`config.mk`:
```
export PLATFORM = sky130hd
export DESIGN_NAME = binary_maxpool
export DESIGN_NICKNAME = d
export VERILOG_FILES = /design/src/rtl/binary_maxpool.sv
export SDC_FILE = /design/constraint.sdc
export NUM_CORES = 1
export LEC_CHECK = 0
export BUFFER_PORTS_ARGS = -buffer_cell sky130_fd_sc_hd__buf_4
export CAP_MARGIN = 10
export CORE_UTILIZATION = 57
export DETAILED_ROUTE_END_ITERATION = 12
export PLACE_DENSITY = 0.83
export SYNTH_ARGS = -nofsm -noshare
export SYNTH_HDL_FRONTEND = slang
export SYNTH_SLANG_ARGS = --single-unit
```
`constraint.sdc`:
```
create_clock -name clk -period 3.8 [get_ports clk]
set_input_delay 0.38 -clock clk [delete_from_list [all_inputs] [get_ports clk]]
set_output_delay 0.38 -clock clk [all_outputs]
set_load 0.01 [all_outputs]
```
`src/rtl/binary_maxpool.sv`:
```
// 2x2 binary max-pool stage: reads a header plus N tile words from SRAM, ORs each
// tile's four bits into one pooled bit, and packs 16 pooled bits per output word.
module binary_maxpool (
    input  logic        clk,
    input  logic        reset_b,
    input  logic        dut_run,
    output logic        dut_busy,
    output logic [11:0] dut_sram_read_address,
    input  logic [15:0] sram_dut_read_data,
    output logic [11:0] dut_sram_write_address,
    output logic [15:0] dut_sram_write_data,
    output logic        dut_sram_write_enable
);

    localparam logic [11:0] IN_BASE   = 12'h000;
    localparam logic [11:0] OUT_BASE  = 12'h800;
    localparam logic [10:0] MAX_TILES = 11'd1024;

    typedef enum logic [1:0] {
        ST_IDLE   = 2'd0,
        ST_FETCH  = 2'd1,
        ST_STREAM = 2'd2,
        ST_DRAIN  = 2'd3
    } state_t;

    function automatic logic pool_tile(input logic [15:0] tile);
        return |tile[3:0];
    endfunction

    function automatic logic [10:0] clamp_count(input logic [10:0] raw);
        if (raw > MAX_TILES) begin
            return MAX_TILES;
        end else begin
            return raw;
        end
    endfunction

    state_t      state_r;
    logic        hdr_phase_r;
    logic [10:0] n_tiles_r;
    logic [10:0] tile_cnt_r;
    logic [15:0] acc_r;
    logic [3:0]  idx_r;
    logic [11:0] word_cnt_r;

    logic [15:0] acc_next_s;
    logic        last_tile_s;
    logic        group_full_s;
    logic [10:0] hdr_count_s;

    // Next accumulator value and word-boundary conditions for the tile on the bus
    always_comb begin
        acc_next_s   = acc_r | ({15'd0, pool_tile(sram_dut_read_data)} << idx_r);
        hdr_count_s  = clamp_count(sram_dut_read_data[10:0]);
        group_full_s = 1'b0;
        last_tile_s  = 1'b0;
        if (state_r == ST_STREAM) begin
            group_full_s = (idx_r == 4'd15);
            last_tile_s  = (tile_cnt_r == (n_tiles_r - 11'd1));
        end else begin
            group_full_s = 1'b0;
            last_tile_s  = 1'b0;
        end
    end

    // Control FSM, packing datapath and registered SRAM interface
    always_ff @(posedge clk or negedge reset_b) begin
        if (!reset_b) begin
            state_r                <= ST_IDLE;
            hdr_phase_r            <= 1'b0;
            n_tiles_r              <= 11'd0;
            tile_cnt_r             <= 11'd0;
            acc_r                  <= 16'd0;
            idx_r                  <= 4'd0;
            word_cnt_r             <= 12'd0;
            dut_busy               <= 1'b0;
            dut_sram_read_address  <= 12'd0;
            dut_sram_write_address <= 12'd0;
            dut_sram_write_data    <= 16'd0;
            dut_sram_write_enable  <= 1'b0;
        end else begin
            dut_sram_write_enable <= 1'b0;
            case (state_r)
                ST_IDLE: begin
                    if (dut_run) begin
                        state_r               <= ST_FETCH;
                        dut_busy              <= 1'b1;
                        dut_sram_read_address <= IN_BASE;
                        hdr_phase_r           <= 1'b0;
                        tile_cnt_r            <= 11'd0;
                        acc_r                 <= 16'd0;
                        idx_r                 <= 4'd0;
                        word_cnt_r            <= 12'd0;
                    end else begin
                        state_r <= ST_IDLE;
                    end
                end
                ST_FETCH: begin
                    dut_sram_read_address <= dut_sram_read_address + 12'd1;
                    // First FETCH cycle only presents the header address; data lands in the second
                    if (!hdr_phase_r) begin
                        hdr_phase_r <= 1'b1;
                    end else begin
                        n_tiles_r <= hdr_count_s;
                        if (hdr_count_s == 11'd0) begin
                            state_r  <= ST_IDLE;
                            dut_busy <= 1'b0;
                        end else begin
                            state_r <= ST_STREAM;
                        end
                    end
                end
                ST_STREAM: begin
                    dut_sram_read_address <= dut_sram_read_address + 12'd1;
                    tile_cnt_r            <= tile_cnt_r + 11'd1;
                    if (group_full_s || last_tile_s) begin
                        dut_sram_write_address <= OUT_BASE + word_cnt_r;
                        dut_sram_write_data    <= acc_next_s;
                        dut_sram_write_enable  <= 1'b1;
                        word_cnt_r             <= word_cnt_r + 12'd1;
                        acc_r                  <= 16'd0;
                        idx_r                  <= 4'd0;
                    end else begin
                        acc_r <= acc_next_s;
                        idx_r <= idx_r + 4'd1;
                    end
                    if (last_tile_s) begin
                        state_r <= ST_DRAIN;
                    end else begin
                        state_r <= ST_STREAM;
                    end
                end
                ST_DRAIN: begin
                    state_r  <= ST_IDLE;
                    dut_busy <= 1'b0;
                end
                default: begin
                    state_r  <= ST_IDLE;
                    dut_busy <= 1'b0;
                end
            endcase
        end
    end

endmodule
```
==> results.txt, run 1 <==
outcome: completed
maximum clock rate: 0.303 GHz
initial antenna violation count: 0
slowest stage cell on the critical path: a211oi_2
H-tree level count: 3
slowest stage delay, CP: 590 ps
WS Path Type: register to register
drt first pass iters: 4
Post-synth ARST share: 1.00
CTS Sinks: 99
final worst path period share: 0.868
Finish-stage setup viols: 0
Worst Slack Setup Final: 502 ps
DP Wirelength: 6.83 mm
Setup Buffers After CTS: 0
Startpoint Class: register
clk_lat worst skew: 360 ps
Main synth FF type: dfrtp_1
Die ar.: 8930 um^2
Synth top area share: 0.508
most common cell in the netlist: dfrtp_1
non-filler instance count after layout: 672
leakage: 2.59 nW
max-slew violations: 0
reg2reg start: n_tiles_r[0]$_DFFE_PN0P_
DIE WIDTH: 94.5 um
vias per inst: 5.83
# rows: 33
busiest grt layer: met2
largest net degree at the start of global routing: 75
FILL cells: 657
hold buffers post-CTS: 0
Min Clock Period, post-route: 3300 ps
first-pass GRT wire length: 16.7 mm
Post-synth EDFFs: 0
Placed Cells incl. Taps: 657
synth cell count leaders: 99 x dfrtp_1, 86 x nand2_1, 47 x a21oi_1
Diodes inserted: 0
syn nets: 546
max cap viols: 0
VDD IR max: 0.290 mV
CTS tree: yes
CP Data Arrival Time: 3580 ps
final WL: 9.80 mm
starting density of the core: 0.591
Core ar.: 8260 um^2
RSZ-0062 raised after global routing: no
setup TNS: 0 ps
Critical Path RT: 4090 ps
Slew headroom: 0.383
Synth Instances: 517
met1 usage: 0.313
fin nets: 592
synth warn: 0
Top delay family on crit path: compound AO/OA/AOI/OAI gates
DR vias: 3921
r2r worst-path depth: 10
wire per inst: 14.6 um
post-synthesis sequential area ratio: 0.508
Syn Area/Cell: 9.43 um^2
CTS Buffer Depth: 2
clk_skew: 13.2 ps
area leader, netlist: dfrtp_1
register-to-register setup slack: 500 ps
RR Endpoint: idx_r[3]$_DFFE_PN0P_
Die Y: 94.5 um
GRT met3 Usage: 0.0451
layout cells sized above 1: 0.155
CP bufs+invs: 2
Final Hold Fails: 0
Num CTS Buffers: 9
Seq cells post-synth: 99
vias in the first global route: 3706
Routed Antenna Nets: 0
Layout Area Growth over Synthesis: 13.6%
pre-CTS WS: 623 ps
Max Fanout on Critical Path: 22
Root Driver: clkbuf_8
top cells by area, synth: dfrtp_1 51%, nand2_1 6.6%, a21oi_1 4.8%, o21ai_0 4.0%, nor2_1 3.5%
routability congestion estimate: 0.848
clock slew at reported path FFs: 90 ps
CP endpoint kind: register
Hold Path Class: primary input to async pin
synth unique cells: 54
# DRC: 0
PD cells: 585 nW/um^2
total track usage: 0.240
measured slew at the worst slew-check pin: 925 ps
1st-iter DRT viols: 208
total grt overflow: 0
Ports: 61
M2 GR Usage: 0.395
CTS resizes: 0
port bufs: 55
crit-path cells: inv_1 > ha_1 > nor3b_2 > a211oi_1 > o32ai_1 > a22oi_2 > a211oi_2 > buf_4 > a41oi_1 > a21oi_1
Synth Cell Area: 4880 um^2
[cell type report]
class / instances / area [um^2] / area share
repair buffers: 61 / 458 / 0.0827
clock buffers: 10 / 128 / 0.0230
multi-input cells: 383 / 2250 / 0.406
flip-flops and latches: 99 / 2480 / 0.447
clock inverters: 5 / 63.8 / 0.0115
inverters: 9 / 33.8 / 0.00610
well taps: 105 / 131 / 0.0237
[logic make-up after synthesis]
group                      after synthesis  share of synthesized area
muxes                                    5                     0.0110
AOI/OAI and AO/OA                      130                      0.170
xor gates and xnor gates                23                     0.0413
adders and majority gates               10                     0.0257
DFF                                     99                      0.508
and+or+nand+nor                        215                      0.212
buffers and inverters                   35                     0.0321
[metrics by stage]
step | cell area [um^2] | hold WS, ps | utilization | total power [mW]
2_1_floorplan | 4880 | 84.4 | - | 2.25
4_1_cts | 5540 | 180 | 0.671 | 3.25
6_report | 5540 | 136 | 0.671 | 3.24
3_5_place_dp | 5350 | 455 | 0.648 | 2.58
5_1_grt | 5540 | 213 | 0.671 | 3.47
3_3_place_gp | 5350 | 446 | 0.648 | 2.52
[per-layer routing]
layer  vias to the layer above  part of all wire
li1                       1912                 -
met1                      1910              0.46
met2                        89              0.49
met3                        10             0.042
met4                         0             0.012
met5                         -                 0
[flip-flops by register name (all words and copies together) (netlist names), named ones only]
name                    flops
dut_busy                    1
dut_sram_write_address     12
dut_sram_read_address      12
dut_sram_write_enable       1
tile_cnt_r                 11
acc_r                      16
idx_r                       4
hdr_phase_r                 1
state_r                     1
dut_sram_write_data        16
word_cnt_r                 12
n_tiles_r                  11
[cell usage in the layout (no fill, tap or decap), types with 3 or more instances in the layout]
cell type,synthesis,layout
or3_1,8,8
a22o_1,7,7
inv_1,8,8
ha_1,10,10
buf_4,0,61
xnor2_1,9,9
nand2_1,86,86
nor4_1,3,3
a21oi_1,47,46
dfrtp_1,99,99
nor3_1,8,8
and3_1,14,14
a32o_1,8,8
nand2b_1,17,17
or4_1,5,5
a41oi_1,3,3
nand3_1,9,9
clkbuf_8,0,9
mux2_2,3,3
xor2_1,14,14
nand4_1,5,5
nor2b_1,3,3
nor2_1,46,46
o31ai_1,4,4
o21ai_0,39,39
[worst max-delay path by stage]
stage,from,cells after the start,endpoint,slack (ps)
floorplan,n_tiles_r[0]$_DFFE_PN0P_,9,word_cnt_r[11]$_DFFE_PN0P_,1110
global placement,n_tiles_r[0]$_DFFE_PN0P_,10,idx_r[3]$_DFFE_PN0P_,740
detailed placement,n_tiles_r[0]$_DFFE_PN0P_,10,idx_r[3]$_DFFE_PN0P_,620
CTS,n_tiles_r[0]$_DFFE_PN0P_,10,idx_r[3]$_DFFE_PN0P_,580
global route,n_tiles_r[0]$_DFFE_PN0P_,10,idx_r[3]$_DFFE_PN0P_,350
finish,n_tiles_r[0]$_DFFE_PN0P_,10,idx_r[3]$_DFFE_PN0P_,500
[where the power goes]
part	internal, mW	switching (mW)
Combinational	0.488	0.683
Clock	0.306	0.360
Sequential	1.21	0.193
Total	2.01	1.24
Note: power is estimated with default switching activity, not from simulation.
==> inputs of run 2 (changes only) <==
- REMOVE_ABC_BUFFERS: not set -> 1
==> results.txt, run 2 (synthesized netlist as in run 1, its figures left out) <==
outcome: completed
starting density of the core: 0.591
Diodes inserted: 0
Slew headroom: 0.317
CP Data Arrival Time: 3480 ps
DIE WIDTH: 94.5 um
max-slew violations: 0
CTS tree: yes
setup TNS: 0 ps
drt first pass iters: 5
maximum clock rate: 0.310 GHz
layout cells sized above 1: 0.157
wire per inst: 15.0 um
clock slew at reported path FFs: 100 ps
final worst path period share: 0.848
register area: 2480 um^2
total track usage: 0.239
final WL: 10.1 mm
Top delay family on crit path: simple AND/OR/NAND/NOR gates
hold buffers post-CTS: 0
clk_skew: 12.6 ps
Hold Path Class: primary input to async pin
multi-input combinational cell area: 2250 um^2
Core ar.: 8260 um^2
FILL cells: 673
Finish-stage setup viols: 0
Critical path origin: n_tiles_r[4]$_DFFE_PN0P_
non-filler instance count after layout: 672
Max Fanout on Critical Path: 37
most frequent cells in the layout: 99 x dfrtp_1, 86 x nand2_1, 60 x buf_4
clk_lat worst skew: 370 ps
DR vias: 3886
leakage: 2.59 nW
# DRC: 0
Die ar.: 8930 um^2
pre-CTS WS: 586 ps
Startpoint Class: register
Ports: 61
CP endpoint kind: register
CTS resizes: 0
Root Driver: clkbuf_8
total grt overflow: 0
vias in the first global route: 3605
Placed Cells incl. Taps: 656
Min Clock Period, post-route: 3220 ps
Final Hold Fails: 0
Critical Path RT: 4060 ps
CTS Sinks: 99
CTS Buffer Depth: 2
slowest stage delay, CP: 730 ps
PD cells: 585 nW/um^2
commonest non-fill, non-tap cell in the layout: dfrtp_1
WHS: 161 ps
initial antenna violation count: 0
fin nets: 591
first-pass GRT wire length: 16.6 mm
1st-iter DRT viols: 198
Die Y: 94.5 um
Layout Area Growth over Synthesis: 13.4%
largest net degree at the start of global routing: 81
routability congestion estimate: 0.814
reg2reg start: n_tiles_r[4]$_DFFE_PN0P_
crit-path cells: nor4_1 > nand3_1 > a211oi_1 > and4b_1 > a21oi_2 > inv_2 > o21ai_0 > a211o_1
CP bufs+invs: 1
slowest stage cell on the critical path: nor4_1
VDD IR max: 0.297 mV
Largest regs: acc_r: 16 flops, dut_sram_write_data: 16 flops
Setup Buffers After CTS: 0
vias per inst: 5.78
port bufs: 55
Worst Slack Setup Final: 576 ps
DP Wirelength: 6.96 mm
WS Path Type: register to register
# rows: 33
RSZ-0062 raised after global routing: no
max cap viols: 0
measured slew at the worst slew-check pin: 1020 ps
Routed Antenna Nets: 0
Num CTS Buffers: 9
Final Power: 3.24 mW
H-tree level count: 3
-- run 2: metrics by stage --
| stage | utilization | cell area, um^2 |
|---|---|---|
| after floorplan | - | 4750 |
| after global placement | 0.647 | 5340 |
| after detailed placement | 0.647 | 5340 |
| after CTS | 0.670 | 5530 |
| after global routing | 0.670 | 5530 |
| final | 0.670 | 5530 |
-- run 2: worst reg2reg max path, cell delays in order (launching register included) --
cell and delay [ps]:
dfrtp_1 510, nor4_1 730, nand3_1 150, a211oi_1 260, and4b_1 350, a21oi_2 100
inv_2 460, o21ai_0 220, a211o_1 330
-- run 2: layout make-up --
class                      count  area share
timing repair buffer          60      0.0814
inverter                       9     0.00611
multi-input combinational    383       0.406
tap                          105      0.0238
sequential                    99       0.448
clock buffer                  10      0.0249
clock inverter                 6     0.00973
-- run 2: power by group --
part           total, mW  internal (mW)  leakage (nW)  switching (mW)
Clock              0.663          0.269        0.0958           0.394
Sequential          1.41           1.21          1.28           0.202
Combinational       1.16          0.486          1.22           0.675
Total               3.24           1.97          2.59            1.27
-- run 2: final timing paths --
path,to,slack (ps),depth (start not counted)
hold / removal,dut_sram_read_address[8]$_DFFE_PN0P_,160,1
max in group asynchronous,dut_sram_read_address[9]$_DFFE_PN0P_,2760,2
hold reg to reg,dut_sram_write_address[8]$_DFFE_PN0P_,470,2
setup / recovery,word_cnt_r[0]$_DFFE_PN0P_,580,8
min in group clk,n_tiles_r[7]$_DFFE_PN0P_,270,3
setup reg to reg,word_cnt_r[0]$_DFFE_PN0P_,580,8
-- run 2: metal layers --
| layer | up-vias | wire, um | track usage |
|---|---|---|---|
| li1 | 1911 | - | - |
| met3 | 18 | 319 | 0.0338 |
| met1 | 1876 | 4640 | 0.312 |
| met2 | 81 | 4910 | 0.397 |
| met5 | - | 0 | 0 |
| met4 | 0 | 210 | 0.104 |
